`config.mk`:
```
export PLATFORM = sky130hd
export DESIGN_NAME = fmcrop
export DESIGN_NICKNAME = d
export VERILOG_FILES = /design/src/rtl/fmcrop.sv
export SDC_FILE = /design/constraint.sdc
export NUM_CORES = 1
export LEC_CHECK = 0
export BUFFER_PORTS_ARGS = -buffer_cell sky130_fd_sc_hd__buf_2
export CORE_ASPECT_RATIO = 0.5
export CORE_UTILIZATION = 30
export CTS_BUF_LIST = sky130_fd_sc_hd__clkbuf_4
export CTS_CLUSTER_SIZE = 14
export DETAILED_ROUTE_END_ITERATION = 7
export PLACE_DENSITY = 0.53
export SETUP_SLACK_MARGIN = 0.02
export SLEW_MARGIN = 25
export SYNTH_ARGS = -nofsm -noshare
export SYNTH_HDL_FRONTEND = slang
export SYNTH_SLANG_ARGS = --single-unit
```
`constraint.sdc`:
```
create_clock -name ap_clk -period 6.6 [get_ports ap_clk]
set_input_delay 1.32 -clock ap_clk [delete_from_list [all_inputs] [get_ports ap_clk]]
set_output_delay 1.32 -clock ap_clk [all_outputs]
set_load 0.01 [all_outputs]
```
`src/rtl/fmcrop.sv`:
```
// fmcrop: runtime-configurable feature-map crop stage.
//
// Consumes a row-major, channel-folded feature-map stream. There are CF =
// NUM_CHANNELS/SIMD beats per pixel. Only beats inside the window
// XON<=x<XOFF, YON<=y<YOFF are forwarded. All other beats are accepted and
// dropped.
//
// Window registers are written through a decoded register port. Each write
// lands in a staged copy. The staged copy becomes active only at a frame
// boundary, so a frame is never cropped with mixed geometry.
//
// Ports:
//   ap_clk, ap_rst         clock; asynchronous active-high reset
//   we, wa, wd             register write strobe, byte address, data
//                          word map (wa[4:2]): 0=XON 1=XOFF 2=XEND
//                                              3=YON 4=YOFF 5=YEND
//   s_axis_tvalid/tready/tdata   input beat stream
//   m_axis_tvalid/tready/tdata   output beat stream (2-entry skid buffer,
//                                registered output, latency 1)
module fmcrop #(
    parameter int unsigned XCOUNTER_BITS = 8,
    parameter int unsigned YCOUNTER_BITS = 8,
    parameter int unsigned NUM_CHANNELS  = 4,
    parameter int unsigned SIMD          = 2,
    parameter int unsigned ELEM_BITS     = 8,
    parameter int unsigned INIT_XON      = 1,
    parameter int unsigned INIT_XOFF     = 9,
    parameter int unsigned INIT_XEND     = 9,
    parameter int unsigned INIT_YON      = 1,
    parameter int unsigned INIT_YOFF     = 9,
    parameter int unsigned INIT_YEND     = 9,
    localparam int unsigned STREAM_BITS  = 8 * ((SIMD * ELEM_BITS + 7) / 8)
) (
    input  logic                   ap_clk,
    input  logic                   ap_rst,
    input  logic                   we,
    input  logic [4:0]             wa,
    input  logic [31:0]            wd,
    output logic                   s_axis_tready,
    input  logic                   s_axis_tvalid,
    input  logic [STREAM_BITS-1:0] s_axis_tdata,
    input  logic                   m_axis_tready,
    output logic                   m_axis_tvalid,
    output logic [STREAM_BITS-1:0] m_axis_tdata
);

    localparam int unsigned CF    = NUM_CHANNELS / SIMD;
    localparam int unsigned CBITS = (CF > 1) ? $clog2(CF) : 1;

    // Position counters
    logic [CBITS-1:0]         c_q;
    logic [XCOUNTER_BITS-1:0] x_q;
    logic [YCOUNTER_BITS-1:0] y_q;

    // Active geometry
    logic [XCOUNTER_BITS-1:0] xon_q, xoff_q, xend_q;
    logic [YCOUNTER_BITS-1:0] yon_q, yoff_q, yend_q;

    // Staged geometry
    logic [XCOUNTER_BITS-1:0] sxon_q, sxoff_q, sxend_q;
    logic [YCOUNTER_BITS-1:0] syon_q, syoff_q, syend_q;
    logic                     pend_q;

    // Skid buffer: head_q drives the output directly, skid_q holds a second beat
    logic [STREAM_BITS-1:0] head_q, head_d;
    logic [STREAM_BITS-1:0] skid_q, skid_d;
    logic [1:0]             cnt_q, cnt_d;
    logic                   vld_q, rdy_q;

    logic accept, keep, push, pop;
    logic c_last, x_last, y_last, frame_last, at_start, load, wr_hit;
    logic unused_bits;

    assign unused_bits = ^{wa[1:0], wd};

    assign accept     = s_axis_tvalid & rdy_q;
    assign c_last     = (c_q == CBITS'(CF - 1));
    assign x_last     = (x_q == xend_q);
    assign y_last     = (y_q == yend_q);
    assign frame_last = c_last & x_last & y_last;
    assign at_start   = (c_q == '0) & (x_q == '0) & (y_q == '0);
    assign keep       = (x_q >= xon_q) & (x_q < xoff_q) &
                        (y_q >= yon_q) & (y_q < yoff_q);
    assign push       = accept & keep;
    assign pop        = vld_q & m_axis_tready;
    assign wr_hit     = we & (wa[4:2] <= 3'd5);

    // Reload either while idle at pixel (0,0), or together with the last
    // beat of a frame, so the next frame starts on the new geometry.
    assign load = pend_q & ((at_start & ~accept) | (accept & frame_last));

    always_ff @(posedge ap_clk or posedge ap_rst) begin
        if (ap_rst) begin
            c_q     <= '0;
            x_q     <= '0;
            y_q     <= '0;
            xon_q   <= XCOUNTER_BITS'(INIT_XON);
            xoff_q  <= XCOUNTER_BITS'(INIT_XOFF);
            xend_q  <= XCOUNTER_BITS'(INIT_XEND);
            yon_q   <= YCOUNTER_BITS'(INIT_YON);
            yoff_q  <= YCOUNTER_BITS'(INIT_YOFF);
            yend_q  <= YCOUNTER_BITS'(INIT_YEND);
            sxon_q  <= XCOUNTER_BITS'(INIT_XON);
            sxoff_q <= XCOUNTER_BITS'(INIT_XOFF);
            sxend_q <= XCOUNTER_BITS'(INIT_XEND);
            syon_q  <= YCOUNTER_BITS'(INIT_YON);
            syoff_q <= YCOUNTER_BITS'(INIT_YOFF);
            syend_q <= YCOUNTER_BITS'(INIT_YEND);
            pend_q  <= 1'b0;
        end else begin
            if (accept) begin
                if (c_last) begin
                    c_q <= '0;
                    if (x_last) begin
                        x_q <= '0;
                        y_q <= y_last ? '0 : y_q + 1'b1;
                    end else begin
                        x_q <= x_q + 1'b1;
                    end
                end else begin
                    c_q <= c_q + 1'b1;
                end
            end

            if (load) begin
                xon_q  <= sxon_q;
                xoff_q <= sxoff_q;
                xend_q <= sxend_q;
                yon_q  <= syon_q;
                yoff_q <= syoff_q;
                yend_q <= syend_q;
            end

            // A write coinciding with a reload still lands in staging, and
            // pending stays set so it is applied at the following boundary.
            if (we) begin
                case (wa[4:2])
                    3'd0: sxon_q  <= wd[XCOUNTER_BITS-1:0];
                    3'd1: sxoff_q <= wd[XCOUNTER_BITS-1:0];
                    3'd2: sxend_q <= wd[XCOUNTER_BITS-1:0];
                    3'd3: syon_q  <= wd[YCOUNTER_BITS-1:0];
                    3'd4: syoff_q <= wd[YCOUNTER_BITS-1:0];
                    3'd5: syend_q <= wd[YCOUNTER_BITS-1:0];
                    default: ;
                endcase
            end

            if (wr_hit) begin
                pend_q <= 1'b1;
            end else if (load) begin
                pend_q <= 1'b0;
            end
        end
    end

    // Push and pop with the buffer full cannot occur, because rdy_q is low then.
    always_comb begin
        cnt_d  = cnt_q;
        head_d = head_q;
        skid_d = skid_q;
        case ({push, pop})
            2'b10: begin
                if (cnt_q == 2'd0) begin
                    head_d = s_axis_tdata;
                    cnt_d  = 2'd1;
                end else begin
                    skid_d = s_axis_tdata;
                    cnt_d  = 2'd2;
                end
            end
            2'b01: begin
                if (cnt_q == 2'd2) begin
                    head_d = skid_q;
                    cnt_d  = 2'd1;
                end else begin
                    cnt_d  = 2'd0;
                end
            end
            2'b11: begin
                head_d = s_axis_tdata;
            end
            default: ;
        endcase
    end

    always_ff @(posedge ap_clk or posedge ap_rst) begin
        if (ap_rst) begin
            head_q <= '0;
            skid_q <= '0;
            cnt_q  <= 2'd0;
            vld_q  <= 1'b0;
            rdy_q  <= 1'b0;
        end else begin
            head_q <= head_d;
            skid_q <= skid_d;
            cnt_q  <= cnt_d;
            vld_q  <= (cnt_d != 2'd0);
            rdy_q  <= (cnt_d != 2'd2);
        end
    end

    assign s_axis_tready = rdy_q;
    assign m_axis_tvalid = vld_q;
    assign m_axis_tdata  = head_q;

endmodule

```
==> metrics <==
I/O Buffers 49; Worst Reg-to-Reg Cells 15; clock root buffer clkbuf_4; worst hold slack 502 ps; row cnt 39; leading cell types by total area after synthesis dfrtp_1 (46%), mux2_2 (15%), dfstp_2 (7.4%); CTS Hold Bufs 0; worst vdd ir 0.144 mV; Storage cell area 0.00378 sq mm; critical path endpoint m_axis_tdata[9]$_DFFE_PP0P_; reg2reg setup slack 2700 ps; Place WS 2360 ps; Final Hold Viols 0; unique cell type count in the Yosys netlist 47; Yosys top cell area share 0.458; P&R area growth vs syn 12.2%; Wirelength per Cell 15.3 um; critical path endpoint category flip-flop; Initial Utilization 0.308; mux cell area share after synthesis 0.214; Synth Instances 561; hold crit path type reg2reg; number of synthesized flops with an enable pin 0; TritonRoute pass-1 iters 4; Least-Margin Pin Slew 877 ps; gpl congestion 0.758; Async SR Flop Fraction 1.00; most frequent cell after synthesis dfrtp_1; setup slack after layout 2700 ps; Overall Global Routing Usage 0.128; TritonCTS clock tree built; PnR Total Power 2.80 mW; reg2reg start y_q[0]$_DFFE_PP0P_; Post-synth top cells dfrtp_1 (130), mux2_2 (93), ha_1 (37), inv_1 (37), nor2_1 (34); fmax 256 MHz; fraction of final layout cells sized beyond drive strength 1 0.360; WP data arrival 4310 ps; Setup-failing EPs final 0; footprint of the multi-input gates 0.00310 sq mm; H-Tree Depth 4; first-pass GRT wire length 24.0 mm; FILL cells 2,328; Num CTS Buffers 17; postcts setup bufs 0; DIE AREA 0.0243 sq mm; Final Max Slew Viols 0; final net count 711; post-route cell area 0.00797 sq mm; Synth Area in Simple Gates 0.0745; kind of critical path reg2reg; # IOs 76; clk_skew 23.9 ps; largest family of logic cells by synthesized area multiplexers; synthesized area 0.00710 sq mm; placeable core area 0.0230 sq mm; via count 4,379; Worst Path Max Fanout 28; die extent in x 220 um; clock-pin slew on the worst setup and hold paths 140 ps; period utilization 0.591; power density over the cells 352 mW/mm^2; CTS Buffer Depth 2; Sink Count 150; total negative slack 0 ps; setup repair after global routing missed its margin false; average size of a mapped cell 12.7 sq um; drt total wl 14.3 mm; Clk Latency, worst-skew pair 540 ps; Synth area leader dfrtp_1; Setup crit start y_q[0]$_DFFE_PP0P_; worst rel slew slack 0.415; cts repair resizes 0; sequential area share after synthesis 0.532; drc violations 0; Leak 3.71 nW; DRT iter0 DRCs 199; post-DR vias/cell 4.68; post-route ant nets 0; Post-Synth XOR/XNOR Area 0.0284; status finished, final reports clean; largest net degree at the start of global routing 82; max_cap viols 0; Setup crit start kind flip-flop; Die Y 111 um; syn_nets 656; Cell Area, Placed 0.00768 sq mm; CP required 7010 ps; register bit total from synthesis 150; r2r endpoint m_axis_tdata[9]$_DFFE_PP0P_; vias in the first global route 4,603; fin crit period 3900 ps; dpl hpwl 9.86 mm; compound-cell area share of the yosys netlist 0.0527; Yosys warnings 0; total global routing overflow 0; post-synthesis adder-cell area fraction 0.0652; main flop type after synthesis dfrtp_1; initial antenna violation count 1
-- cells in the final DEF, fill, tap and decap left out, types with 8 or more instances in the layout --
cell,synthesis,final
nand3_1,8,8
o21ai_0,18,18
clkbuf_4,0,18
nor2_1,34,33
dfrtp_1,130,130
dfstp_2,20,20
mux2_2,93,93
xor2_1,19,19
inv_1,37,36
nand2b_1,8,8
mux2_4,20,20
a21oi_1,29,29
buf_2,2,49
ha_1,37,36
mux2i_1,17,17
nand2_1,14,14
-- state kept, by name, indices dropped and copies added (netlist names), 8 cells and up --
name / flops
m_axis_tdata: 16
skid_q: 16
sxend_q: 8
sxoff_q: 8
sxon_q: 8
syend_q: 8
syoff_q: 8
syon_q: 8
x_q: 8
xend_q: 8
xoff_q: 8
xon_q: 8
y_q: 8
yend_q: 8
yoff_q: 8
yon_q: 8
-- critical path, stage by stage, from the launching register on --
cell and delay (ps):
dfrtp_1 510, inv_1 140, ha_1 300, nand2b_1 140, a2111oi_0 440, a21oi_1 130, a21oi_1 190, o21ai_0 190
nand3b_1 250, ha_2 620, mux2_2 260, o22a_1 140, nor2_2 60, buf_4 220, nor2_1 120, a21oi_1 50
-- power breakdown --
group          switching (mW)  internal (mW)
Combinational           0.411          0.426
Clock                   0.357          0.231
Sequential              0.182           1.20
Total                   0.951           1.85
-- area by class of cell --
class	instances	area share
clock inverter	13	0.0187
antenna	1	0.000314
clock buffer	18	0.0170
sequential	150	0.474
inverter	37	0.0181
timing repair buffer	54	0.0355
multi-input combinational	356	0.388
tap	307	0.0482
-- cells by family (layout without fill, tap and decap cells) --
family,after synthesis,after routing
AO/OA/AOI/OAI,65,65
XOR/XNOR,23,23
adder cells (fa/ha/maj),37,37
buffers and inverters,55,122
flip-flops,150,150
multiplexers,130,130
other,0,1
AND/OR/NAND/NOR,101,101
-- worst min path at each step --
stage | start | cells after the start | endpoint
after global placement | c_last$_DFFE_PP0P_ | 1 | c_last$_DFFE_PP0P_
after floorplan | c_last$_DFFE_PP0P_ | 1 | c_last$_DFFE_PP0P_
after detailed placement | c_last$_DFFE_PP0P_ | 1 | c_last$_DFFE_PP0P_
final | c_last$_DFFE_PP0P_ | 1 | c_last$_DFFE_PP0P_
after global routing | c_last$_DFFE_PP0P_ | 1 | c_last$_DFFE_PP0P_
after CTS | c_last$_DFFE_PP0P_ | 1 | c_last$_DFFE_PP0P_
-- layer usage --
| metal | vias up | GRT usage | share of wire |
|---|---|---|---|
| met3 | 16 | 0.0288 | 0.032 |
| li1 | 2080 | - | - |
| met4 | 0 | 0.0432 | 0.013 |
| met5 | - | 0 | 0 |
| met2 | 46 | 0.203 | 0.47 |
| met1 | 2237 | 0.172 | 0.48 |
-- through the flow --
step / util / cells
final: 0.346 / 936
after global routing: 0.346 / 936
after CTS: 0.346 / 935
after detailed placement: 0.333 / 904
after global placement: 0.333 / 904
after floorplan: - / 561
Note: power is estimated with default switching activity, not from simulation.
